<file path="config.mk">
export PLATFORM = sky130hd
export DESIGN_NAME = mem_port_arbiter
export DESIGN_NICKNAME = d
export VERILOG_FILES = /design/src/rtl/mem_port_arbiter.sv
export SDC_FILE = /design/constraint.sdc
export NUM_CORES = 1
export LEC_CHECK = 0
export CAP_MARGIN = 15
export CORE_MARGIN = 4
export CORE_UTILIZATION = 30
export CTS_BUF_LIST = sky130_fd_sc_hd__clkbuf_2 sky130_fd_sc_hd__clkbuf_4 sky130_fd_sc_hd__clkbuf_8
export CTS_CLUSTER_DIAMETER = 100
export DETAILED_ROUTE_END_ITERATION = 16
export PLACE_DENSITY = 0.6
export SETUP_SLACK_MARGIN = 0.3
export SKIP_LAST_GASP = 1
export SYNTH_ARGS = -nofsm -noshare
export SYNTH_HDL_FRONTEND = slang
export SYNTH_SLANG_ARGS = --single-unit
</file>
<file path="constraint.sdc">
create_clock -name clk_i -period 3.16 [get_ports clk_i]
set_input_delay 0.316 -clock clk_i [delete_from_list [all_inputs] [get_ports clk_i]]
set_output_delay 0.316 -clock clk_i [all_outputs]
set_load 0.02 [all_outputs]
</file>
<file path="src/rtl/mem_port_arbiter.sv">
// mem_port_arbiter
// Shares one memory bus between the instruction-fetch port and the load/store
// port. Only one bus transaction is outstanding at a time.
// Data requests are aligned into a word address, byte enables and
// lane-replicated write data. Load data is returned extracted and extended.
// Ports:
//   clk_i, rst_ni         clock, synchronous active-low reset
//   if_*                  fetch port: req/addr in; gnt/rvalid/rdata/err out
//   lsu_*                 data port: req/we/width/signed/addr/wdata in;
//                         gnt/rvalid/rdata/err out
//   bus_*                 memory bus: req/we/addr/be/wdata out; gnt/rvalid/rdata/err in
module mem_port_arbiter (
    input  logic        clk_i,
    input  logic        rst_ni,
    input  logic        if_req_i,
    input  logic [31:0] if_addr_i,
    output logic        if_gnt_o,
    output logic        if_rvalid_o,
    output logic [31:0] if_rdata_o,
    output logic        if_err_o,
    input  logic        lsu_req_i,
    input  logic        lsu_we_i,
    input  logic [1:0]  lsu_width_i,
    input  logic        lsu_signed_i,
    input  logic [31:0] lsu_addr_i,
    input  logic [31:0] lsu_wdata_i,
    output logic        lsu_gnt_o,
    output logic        lsu_rvalid_o,
    output logic [31:0] lsu_rdata_o,
    output logic        lsu_err_o,
    output logic        bus_req_o,
    output logic        bus_we_o,
    output logic [31:0] bus_addr_o,
    output logic [3:0]  bus_be_o,
    output logic [31:0] bus_wdata_o,
    input  logic        bus_gnt_i,
    input  logic        bus_rvalid_i,
    input  logic [31:0] bus_rdata_i,
    input  logic        bus_err_i
);

    typedef enum logic [1:0] {
        S_IDLE = 2'd0,
        S_REQ  = 2'd1,
        S_WAIT = 2'd2,
        S_ERR  = 2'd3
    } state_e;

    localparam logic OWN_FETCH = 1'b0;
    localparam logic OWN_DATA  = 1'b1;

    // Legality of a data access for a given width and byte offset.
    function automatic logic lsu_legal(input logic [1:0] width, input logic [1:0] idx);
        logic ok;
        case (width)
            2'b00:   ok = 1'b1;
            2'b01:   ok = ~idx[0];
            2'b10:   ok = (idx == 2'b00);
            default: ok = 1'b0;
        endcase
        return ok;
    endfunction

    // Byte-enable pattern for a data access.
    function automatic logic [3:0] lsu_be(input logic [1:0] width, input logic [1:0] idx);
        logic [3:0] be;
        case (width)
            2'b00:   be = 4'b0001 << idx;
            2'b01:   be = 4'b0011 << idx;
            2'b10:   be = 4'b1111;
            default: be = 4'b0000;
        endcase
        return be;
    endfunction

    // Replicate right-aligned store data onto every lane it may occupy.
    function automatic logic [31:0] lsu_wdata(input logic [1:0] width, input logic [31:0] wd);
        logic [31:0] r;
        case (width)
            2'b00:   r = {4{wd[7:0]}};
            2'b01:   r = {2{wd[15:0]}};
            default: r = wd;
        endcase
        return r;
    endfunction

    // Extract the addressed byte/half from a bus word and extend it.
    // Halves are always aligned, so idx*8 also lands on the right half.
    function automatic logic [31:0] load_extend(input logic [1:0] width, input logic sgn,
                                                input logic [1:0] idx, input logic [31:0] word);
        logic [15:0] sh;
        logic [31:0] r;
        sh = 16'(word >> {idx, 3'b000});
        case (width)
            2'b00:   r = {{24{sgn & sh[7]}}, sh[7:0]};
            2'b01:   r = {{16{sgn & sh[15]}}, sh[15:0]};
            default: r = word;
        endcase
        return r;
    endfunction

    state_e      state_q, state_d;
    logic        last_owner_q, last_owner_d;
    logic        owner_q, owner_d;
    logic        we_q, we_d;
    logic        signed_q, signed_d;
    logic [1:0]  width_q, width_d;
    logic [1:0]  idx_q, idx_d;
    logic [31:0] addr_q, addr_d;
    logic [3:0]  be_q, be_d;
    logic [31:0] wdata_q, wdata_d;
    logic        if_rvalid_q, if_rvalid_d;
    logic [31:0] if_rdata_q, if_rdata_d;
    logic        if_err_q, if_err_d;
    logic        lsu_rvalid_q, lsu_rvalid_d;
    logic [31:0] lsu_rdata_q, lsu_rdata_d;
    logic        lsu_err_q, lsu_err_d;
    logic        if_gnt_s, lsu_gnt_s;
    logic        fetch_win_s, lsu_win_s;

    // Arbitration: a lone requester wins; on a tie the port not served last wins.
    assign fetch_win_s = if_req_i & (~lsu_req_i | (last_owner_q == OWN_DATA));
    assign lsu_win_s   = lsu_req_i & (~if_req_i | (last_owner_q == OWN_FETCH));

    // Next-state, grant and response logic.
    always_comb begin
        state_d      = state_q;
        last_owner_d = last_owner_q;
        owner_d      = owner_q;
        we_d         = we_q;
        signed_d     = signed_q;
        width_d      = width_q;
        idx_d        = idx_q;
        addr_d       = addr_q;
        be_d         = be_q;
        wdata_d      = wdata_q;
        if_rvalid_d  = 1'b0;
        if_rdata_d   = if_rdata_q;
        if_err_d     = if_err_q;
        lsu_rvalid_d = 1'b0;
        lsu_rdata_d  = lsu_rdata_q;
        lsu_err_d    = lsu_err_q;
        if_gnt_s     = 1'b0;
        lsu_gnt_s    = 1'b0;
        case (state_q)
            S_IDLE: begin
                if (fetch_win_s) begin
                    if_gnt_s     = 1'b1;
                    owner_d      = OWN_FETCH;
                    last_owner_d = OWN_FETCH;
                    we_d         = 1'b0;
                    addr_d       = if_addr_i & 32'hFFFF_FFFC;
                    be_d         = 4'b0000;
                    wdata_d      = 32'h0000_0000;
                    state_d      = S_REQ;
                end else if (lsu_win_s) begin
                    lsu_gnt_s    = 1'b1;
                    owner_d      = OWN_DATA;
                    last_owner_d = OWN_DATA;
                    we_d         = lsu_we_i;
                    signed_d     = lsu_signed_i;
                    width_d      = lsu_width_i;
                    idx_d        = lsu_addr_i[1:0];
                    if (lsu_legal(lsu_width_i, lsu_addr_i[1:0])) begin
                        addr_d  = {lsu_addr_i[31:2], 2'b00};
                        be_d    = lsu_we_i ? lsu_be(lsu_width_i, lsu_addr_i[1:0]) : 4'b0000;
                        wdata_d = lsu_we_i ? lsu_wdata(lsu_width_i, lsu_wdata_i) : 32'h0000_0000;
                        state_d = S_REQ;
                    end else begin
                        // No bus transaction; the error is reported from S_ERR.
                        state_d = S_ERR;
                    end
                end else begin
                    state_d = S_IDLE;
                end
            end
            S_REQ: begin
                if (bus_gnt_i) begin
                    state_d = S_WAIT;
                end else begin
                    state_d = S_REQ;
                end
            end
            S_WAIT: begin
                if (bus_rvalid_i) begin
                    state_d = S_IDLE;
                    if (owner_q == OWN_FETCH) begin
                        if_rvalid_d = 1'b1;
                        if_rdata_d  = bus_rdata_i;
                        if_err_d    = bus_err_i;
                    end else begin
                        lsu_rvalid_d = 1'b1;
                        lsu_rdata_d  = (we_q | bus_err_i) ? 32'h0000_0000
                                     : load_extend(width_q, signed_q, idx_q, bus_rdata_i);
                        lsu_err_d    = bus_err_i;
                    end
                end else begin
                    state_d = S_WAIT;
                end
            end
            S_ERR: begin
                lsu_rvalid_d = 1'b1;
                lsu_rdata_d  = 32'h0000_0000;
                lsu_err_d    = 1'b1;
                state_d      = S_IDLE;
            end
            default: begin
                state_d = S_IDLE;
            end
        endcase
    end

    // State, request-field and response registers.
    always_ff @(posedge clk_i) begin
        if (!rst_ni) begin
            state_q      <= S_IDLE;
            last_owner_q <= OWN_FETCH;
            owner_q      <= OWN_FETCH;
            we_q         <= 1'b0;
            signed_q     <= 1'b0;
            width_q      <= 2'b00;
            idx_q        <= 2'b00;
            addr_q       <= 32'h0000_0000;
            be_q         <= 4'b0000;
            wdata_q      <= 32'h0000_0000;
            if_rvalid_q  <= 1'b0;
            if_rdata_q   <= 32'h0000_0000;
            if_err_q     <= 1'b0;
            lsu_rvalid_q <= 1'b0;
            lsu_rdata_q  <= 32'h0000_0000;
            lsu_err_q    <= 1'b0;
        end else begin
            state_q      <= state_d;
            last_owner_q <= last_owner_d;
            owner_q      <= owner_d;
            we_q         <= we_d;
            signed_q     <= signed_d;
            width_q      <= width_d;
            idx_q        <= idx_d;
            addr_q       <= addr_d;
            be_q         <= be_d;
            wdata_q      <= wdata_d;
            if_rvalid_q  <= if_rvalid_d;
            if_rdata_q   <= if_rdata_d;
            if_err_q     <= if_err_d;
            lsu_rvalid_q <= lsu_rvalid_d;
            lsu_rdata_q  <= lsu_rdata_d;
            lsu_err_q    <= lsu_err_d;
        end
    end

    assign if_gnt_o     = if_gnt_s;
    assign lsu_gnt_o    = lsu_gnt_s;
    assign if_rvalid_o  = if_rvalid_q;
    assign if_rdata_o   = if_rdata_q;
    assign if_err_o     = if_err_q;
    assign lsu_rvalid_o = lsu_rvalid_q;
    assign lsu_rdata_o  = lsu_rdata_q;
    assign lsu_err_o    = lsu_err_q;
    assign bus_req_o    = (state_q == S_REQ);
    assign bus_we_o     = we_q;
    assign bus_addr_o   = addr_q;
    assign bus_be_o     = be_q;
    assign bus_wdata_o  = wdata_q;

endmodule

</file>
==> results by stage, run 1 <==
STA:
- The final hold violation count came to 0.
- The actual transition at the worst max-transition pin is 0.744 ns.
- For this run, the top clock speed supported by timing is 385 MHz.
- Subtracting the final worst setup slack from the clock period gives 2.60 ns.
- The tightest hold path in the finished design has a slack of 0.446 ns.
- Of the available clock period, the critical path in the final layout requires 0.822.
- Setup repair after global routing left no endpoint under its margin.
- The final number of max-transition violations was 0.
- The relative slew slack is 0.503.
- The total setup violations reported at the end of the flow is 0.
- The worst clock skew on the final layout is 0.0147 ns.
- The setup TNS after final layout is 0 ns.

Finish:
- Once layout is done, the placed cells without fillers occupy 0.00977 mm^2.
- The share of final-layout standard cells stronger than drive strength 1 is 0.102.
- The repair_antennas step left the layout with diodes totalling 0.
- Relative to the synthesized area, the layout overhead comes to 51.7%.
- The net total in the final layout is 1,103.
- Measured on the finished design, the core utilization comes to 0.463.
- The finished layout holds 1,252 standard cells, fillers aside.

Worst setup path:
- STA classifies the critical path startpoint as a flop.
- The kind of end point of the critical path is a primary output.
- The buffering stage count on the worst path with inverters included is 2.
- For the worst setup path, the data arrival time is 2.28 ns.
- The top fanout value on the critical path is 10.
- The critical path goes through nor2_1 -> nand3_1 -> inv_1 -> clkdlybuf4s50_1.
- The kind of cell with the highest combined delay along the critical path is buffers and inverters.
- In this run the number of cells on the critical path is 4.
- STA puts the critical path data required time at 2.84 ns.
- The critical setup path kind is flop to primary output.
- The cell type of the slowest stage on the worst timing path is clkdlybuf4s50_1.
- The delay of the slowest cell on the worst path is 0.64 ns.
- The worst register-to-register path has a depth of 4.

Synthesis:
- By area the synthesized netlist is led by dfxtp_1 44%, nand2_1 7.6%, a21oi_1 6.0%.
- The count of yosys warnings during synthesis is 0.
- The largest total area in the synthesized netlist belongs to dfxtp_1.
- The number of distinct standard cells referenced by the synthesized netlist is 54.
- Averaged over all synthesized cells, the footprint is 8.94 um^2.
- The count of state elements after synthesis is 143.
- The number of synthesized flops with an enable pin is 0.
- Of the post-synthesis cell area, the dominant cell type holds 0.444.
- The synthesized instance count is 721.
- After synthesis, the share of flip-flops with an asynchronous set or reset is 0.
- The share of the Yosys chip area taken by registers is 0.444.
- The netlist area before placement is 0.00644 mm^2.
- Among all flip-flop cells after synthesis, the most frequent one is dfxtp_1.

Route:
- The final route contains 6,403 vias.
- The detailed-router iteration count before antenna repair is 7.
- The detail route stage leaves a number of antenna-violating nets equal to 0.
- In the routed layout, each cell is associated on average with a via count of 5.11.
- After detailed routing, the number of remaining DRC violations is 0.
- For this block, the routed nets add up to 23,500 um of wire.
- The iteration-0 DRC count of the detailed router is 374.
- In the final routed layout, each cell accounts on average for 18.8 um.

Clock network:
- The TritonCTS buffer count is 17.
- Hold repair after CTS inserted 0 buffers.
- In this run the number of H-tree levels came out at 4.
- The buffer cell driving the clock tree root is clkbuf_8.
- After clock tree synthesis, the repair step resized 0 gates.
- The number of buffers on the longest clock path is 2.
- The TritonCTS sink count is 143.
- Clock-pin slew was measured on the worst setup and hold paths at 0.08 ns.
- Once the clock tree was built, the setup fixing pass inserted 0 buffers.
- The clock latency on the worst-skew pair is 0.44 ns.
- TritonCTS built the clock tree.

Run:
- The number of violations of the max-capacitance limit is 0.

Floorplan:
- The number of top-level design ports is 279.
- The floorplan die height is 155 um.
- The die outline area is 0.0239 mm^2.
- For this configuration, the core starts out at a cell density of 0.306.
- The chip width is 155 um.
- The count of standard-cell rows is 53.
- The total area inside the core boundary comes to 0.0211 mm^2.

Placed design:
- The half-perimeter wire length after placement is 17,100 um.
- Routability-driven placement finished with a final weighted congestion of 0.780.
- The number of I/O port buffers is 274.
- The total instance count after detailed placement is 1,220.
- The cell area reported after detailed placement is 0.00939 mm^2.

Pwr:
- For this design the ratio of total power to cell area is 461 mW/mm^2.
- The analysis attributes to cell leakage a power of 3.44 nW.
- IR analysis of the VDD net gives a maximum drop of 0.233 mV.

GRT:
- The via count of the first global-routing pass was 6,239.
- For this run, the total global-route usage over all layers was measured as 0.190.
- The initial antenna violation count is 1.
- The first-pass GRT wire length is 36,100 um.
- The residual overflow from global routing is 0.
- The largest net degree at the start of global routing is 47.

Status:
- The run finished with clean final reports.

Min path:
- The path class of the lowest-slack min-delay path is primary input to flop.
- The worst hold path was traced through 3 stages.
[stage by stage]
stage,power (mW),setup WS (ns)
after floorplan,2.59,1.49
after global placement,3.10,0.698
after detailed placement,3.10,0.640
after CTS,4.57,0.514
after global routing,4.72,0.368
final,4.51,0.563
[worst paths after layout]
path	start	to	slack, ns
worst max-delay path	state_q[0]$_SDFF_PN0_	lsu_gnt_o	0.56
worst min-delay path	lsu_addr_i[5]	bus_addr_o[5]$_SDFFE_PN0P_	0.45
worst max register to register	idx_q[1]$_SDFFE_PN0P_	lsu_rdata_o[20]$_SDFFE_PN0P_	0.96
worst min register to register	lsu_err_o$_SDFFE_PN0P_	lsu_err_o$_SDFFE_PN0P_	0.45
[where the power goes]
part | switching, mW | internal, mW
logic | 0.580 | 0.505
clock network | 0.745 | 0.707
registers | 0.0724 | 1.90
[registers in the layout (all words and copies together), names as in the netlist]
register and count:
bus_wdata_o 32, if_rdata_o 32, lsu_rdata_o 32, bus_addr_o 30
bus_be_o 4, idx_q 2, state_q 2, width_q 2
bus_we_o 1, if_err_o 1, if_rvalid_o 1, lsu_err_o 1
lsu_rvalid_o 1, owner_q 1, signed_q 1
[layout make-up]
type                    count  area, um^2
repair buffers            296        2920
clock inverters            14         145
multi-input cells         491        3200
flip-flops and latches    143        2860
well taps                 275         344
fillers                  2104       11300
inverters                  15        57.6
clock buffers              18         241
[logic make-up (layout without fill, tap and decap cells)]
kind of cell	after synthesis	after routing	share of synthesized area
compound gates	240	240	0.289
simple gates	216	216	0.150
flops	143	143	0.444
buf+inv	88	343	0.0629
mux	32	32	0.0517
other cells	1	2	0.000582
xor+xnor	1	1	0.00136
[worst min-delay path: cells and delay by family]
kind,cells,cell delay (ns)
compound gates,1,0.07
simple gates,1,0.05
buf+inv,1,0.39
[per-layer routing]
metal  GRT usage  share of wire  routed length, um  up-vias
met1       0.238           0.43              10100     3021
met3      0.0730          0.085               2010       16
met4      0.0429         0.0099                233        2
met2       0.312           0.47              11100      228
li1            -              -                  -     3136
met5           0        0.00047                 11        -
[synth_stat cells, types with 5 or more instances]
cell       count
a22oi_1        7
o2bb2ai_1      9
mux2i_1       31
o21ai_0       27
a221oi_1       9
a311oi_1       7
clkbuf_1      48
a221o_1       17
a21oi_1       77
inv_1         15
nand3_1       40
o221a_2        7
nand2_1      130
o211ai_1       7
buf_2         14
dfxtp_1      143
buf_6          6
a311oi_2      24
nor3_1         5
nor2_1        13
a21boi_0       8
nand2b_1      11
o2111ai_1     14
a22o_1         9
[placed cells by master, fill, tap and decap left out, types with 17 or more instances in the layout]
master | synthesis | routed
nand2_1 | 130 | 130
nand3_1 | 40 | 40
o21ai_0 | 27 | 27
buf_4 | 3 | 21
a311oi_2 | 24 | 24
mux2i_1 | 31 | 31
dfxtp_1 | 143 | 143
clkdlybuf4s50_1 | 0 | 274
clkbuf_8 | 0 | 17
a21oi_1 | 77 | 76
Power figures use the tool's default switching activity.
==> inputs of run 2 (changes only) <==
Clock period 3.16 ns to 2.6 ns, I/O delays scaled along.
==> results by stage, run 2 (synthesized netlist as in run 1, its figures left out) <==
STA:
- The post-route worst hold slack was 0.382 ns (was 0.446 ns).
- The final number of max-transition violations is 0 (unchanged).
- The relative slew slack is 0.532 (was 0.503).
- RSZ-0062 raised after global routing: no (unchanged).
- The total setup violations reported at the end of the flow was 0 (unchanged).
- The worst clock skew on the final layout was 0.0107 ns (was 0.0147 ns).
- The final hold violation count was 0 (unchanged).
- The final critical delay including setup and external delays is 2.12 ns.
- The setup TNS after final layout is 0 ns (unchanged).
- The maximum achievable frequency is 472 MHz.
- Of the available clock period, the critical path in the final layout requires 0.814.
- The actual transition at the worst max-transition pin was 0.702 ns (was 0.744 ns).

Placed design:
- The number of I/O port buffers came to 274 (unchanged).
- The half-perimeter wire length after placement is 17,200 um (was 17,100 um).
- The routability congestion estimate is 0.752 (was 0.780).

Finish:
- The signed area change from the synthesized netlist to the final layout is 53.5% (was 51.7%).
- The antenna diode count is 0 (unchanged).
- The commonest non-fill, non-tap cell in the layout is clkdlybuf4s50_1 (unchanged).
- The net total in the final layout is 1,109 (was 1,103).
- The share of final-layout standard cells stronger than drive strength 1 is 0.110 (was 0.102).
- Most frequent cells in the layout: 272 x clkdlybuf4s50_1, 142 x dfxtp_1, 130 x nand2_1 (was 274 x clkdlybuf4s50_1, 143 x dfxtp_1, 130 x nand2_1).

Worst setup path:
- The delay of the slowest cell on the worst path is 0.70 ns (was 0.64 ns).
- The cell type of the slowest stage on the worst timing path is clkdlybuf4s50_1 (unchanged).
- Worst-path cell chain: nor2b_1 -> clkdlybuf4s50_1 (was nor2_1 -> nand3_1 -> inv_1 -> clkdlybuf4s50_1).
- The data arrival at the endpoint of the critical path is 1.86 ns (was 2.28 ns).
- The kind of end point of the critical path is a primary output (unchanged).
- The startpoint type of the worst setup path is a flop (unchanged).
- The buffering stage count on the worst path with inverters included came to 1 (was 2).
- The critical path required time is 2.34 ns (was 2.84 ns).
- The category of cells accounting for the largest share of critical-path delay is buffers and inverters (unchanged).
- The critical setup path kind is flop to primary output (unchanged).
- The top fanout value on the critical path came to 10 (unchanged).

Clock network:
- The TritonCTS buffer count is 17 (unchanged).
- The CTS tree is built (unchanged).
- The level count of the clock H-tree is 4 (unchanged).
- The number of buffers on the longest clock path is 2 (unchanged).
- The TritonCTS sink count came to 143 (unchanged).
- The buffer cell driving the clock tree root is clkbuf_8 (unchanged).
- The clock latency on the worst-skew pair was 0.45 ns (was 0.44 ns).
- The clock slew at the register clock pins of the worst setup and hold paths is 0.09 ns (was 0.08 ns).

Floorplan:
- The core outline area is 0.0211 mm^2 (unchanged).
- The count of standard-cell rows is 53 (unchanged).
- The floorplan die height was 155 um (unchanged).
- The die outline area is 0.0239 mm^2 (unchanged).
- The starting density of the core was 0.306 (unchanged).
- The number of top-level design ports is 279 (unchanged).
- The chip width came to 155 um (unchanged).

Pwr:
- The total power density per cell area was 579 mW/mm^2 (was 461 mW/mm^2).
- The standby leakage power is 3.51 nW (was 3.44 nW).
- The maximum VDD drop is 0.290 mV (was 0.233 mV).

Status:
- Result of the run: complete, no violations (unchanged).

GRT:
- The largest net degree at the start of global routing is 44 (was 47).
- The via count of the first global-routing pass is 6,283 (was 6,239).
- The first-pass GRT wire length is 36,500 um (was 36,100 um).
- The total routing usage reported by global routing is 0.192 (was 0.190).
- The initial antenna violation count is 1 (unchanged).
- The residual overflow from global routing is 0 (unchanged).

Run:
- The number of violations of the max-capacitance limit is 0 (unchanged).

Route:
- The vias per cell is 5.09 (was 5.11).
- The detailed-router iteration count before antenna repair is 4 (was 7).
- The detailed-route wire length per cell was 18.8 um (about the same).
- The number of design rule violations left after detail routing is 0 (unchanged).
- The iteration-0 DRC count of the detailed router is 349 (was 374).
- The via count is 6,392 (was 6,403).
- The remaining number of nets flagged by the antenna check after routing is 0 (unchanged).
- The final routed wirelength across all metal layers came to 23,700 um (was 23,500 um).

Min path:
- The path class of the lowest-slack min-delay path is primary input to flop (unchanged).
run 2: tightest hold or removal path: stages:
cell	delay, ns
clkdlybuf4s50_1	0.40
nand2_1	0.06
a311oi_1	0.08
run 2: cell type report:
class | count | area, um^2
clock inverters | 10 | 160
flip-flops and latches | 143 | 2860
inverters | 15 | 57.6
repair buffers | 302 | 2980
clock buffers | 21 | 283
well taps | 275 | 344
multi-input cells | 491 | 3200
fillers | 2113 | 11200
run 2: final timing paths:
path                                                endpoint                        start  slack [ns]  depth (start not counted)
worst max-delay path                               bus_req_o        state_q[0]$_SDFF_PN0_        0.48                          2
worst min-delay path              bus_addr_o[3]$_SDFFE_PN0P_                lsu_addr_i[3]        0.38                          3
worst max register to register  lsu_rdata_o[27]$_SDFFE_PN0P_        idx_q[0]$_SDFFE_PN0P_        0.65                          4
worst min register to register   lsu_rdata_o[3]$_SDFFE_PN0P_  lsu_rdata_o[3]$_SDFFE_PN0P_        0.45                          2
run 2: per-stage QoR:
stage	instances	utilization	worst slack (ns)	cell area, um^2	power [mW]
floorplan	722	-	0.931	6450	3.15
global placement	1226	0.448	0.280	9440	3.78
detailed placement	1226	0.448	0.210	9440	3.79
CTS	1257	0.469	0.308	9890	5.80
global route	1257	0.469	0.343	9890	5.98
finish	1257	0.469	0.483	9890	5.72
run 2: timing repair:
item / CTS / global route
gates resized for setup: 2 / 3
buffers inserted: 0 / 0
cloned: 0 / 0
endpoints found under the setup margin: 2 / 9
hold buffers: 0 / 0
run 2: metal layers:
layer | vias up | global-route usage | share of wire
li1 | 3147 | - | -
met3 | 26 | 0.0663 | 0.082
met2 | 237 | 0.311 | 0.47
met4 | 2 | 0.0555 | 0.017
met5 | - | 0 | 0.00055
met1 | 2980 | 0.242 | 0.43
run 2: power by group:
part	switching, mW	internal, mW
clock network	0.867	1.12
registers	0.0864	2.31
logic	0.714	0.624
total	1.67	4.06
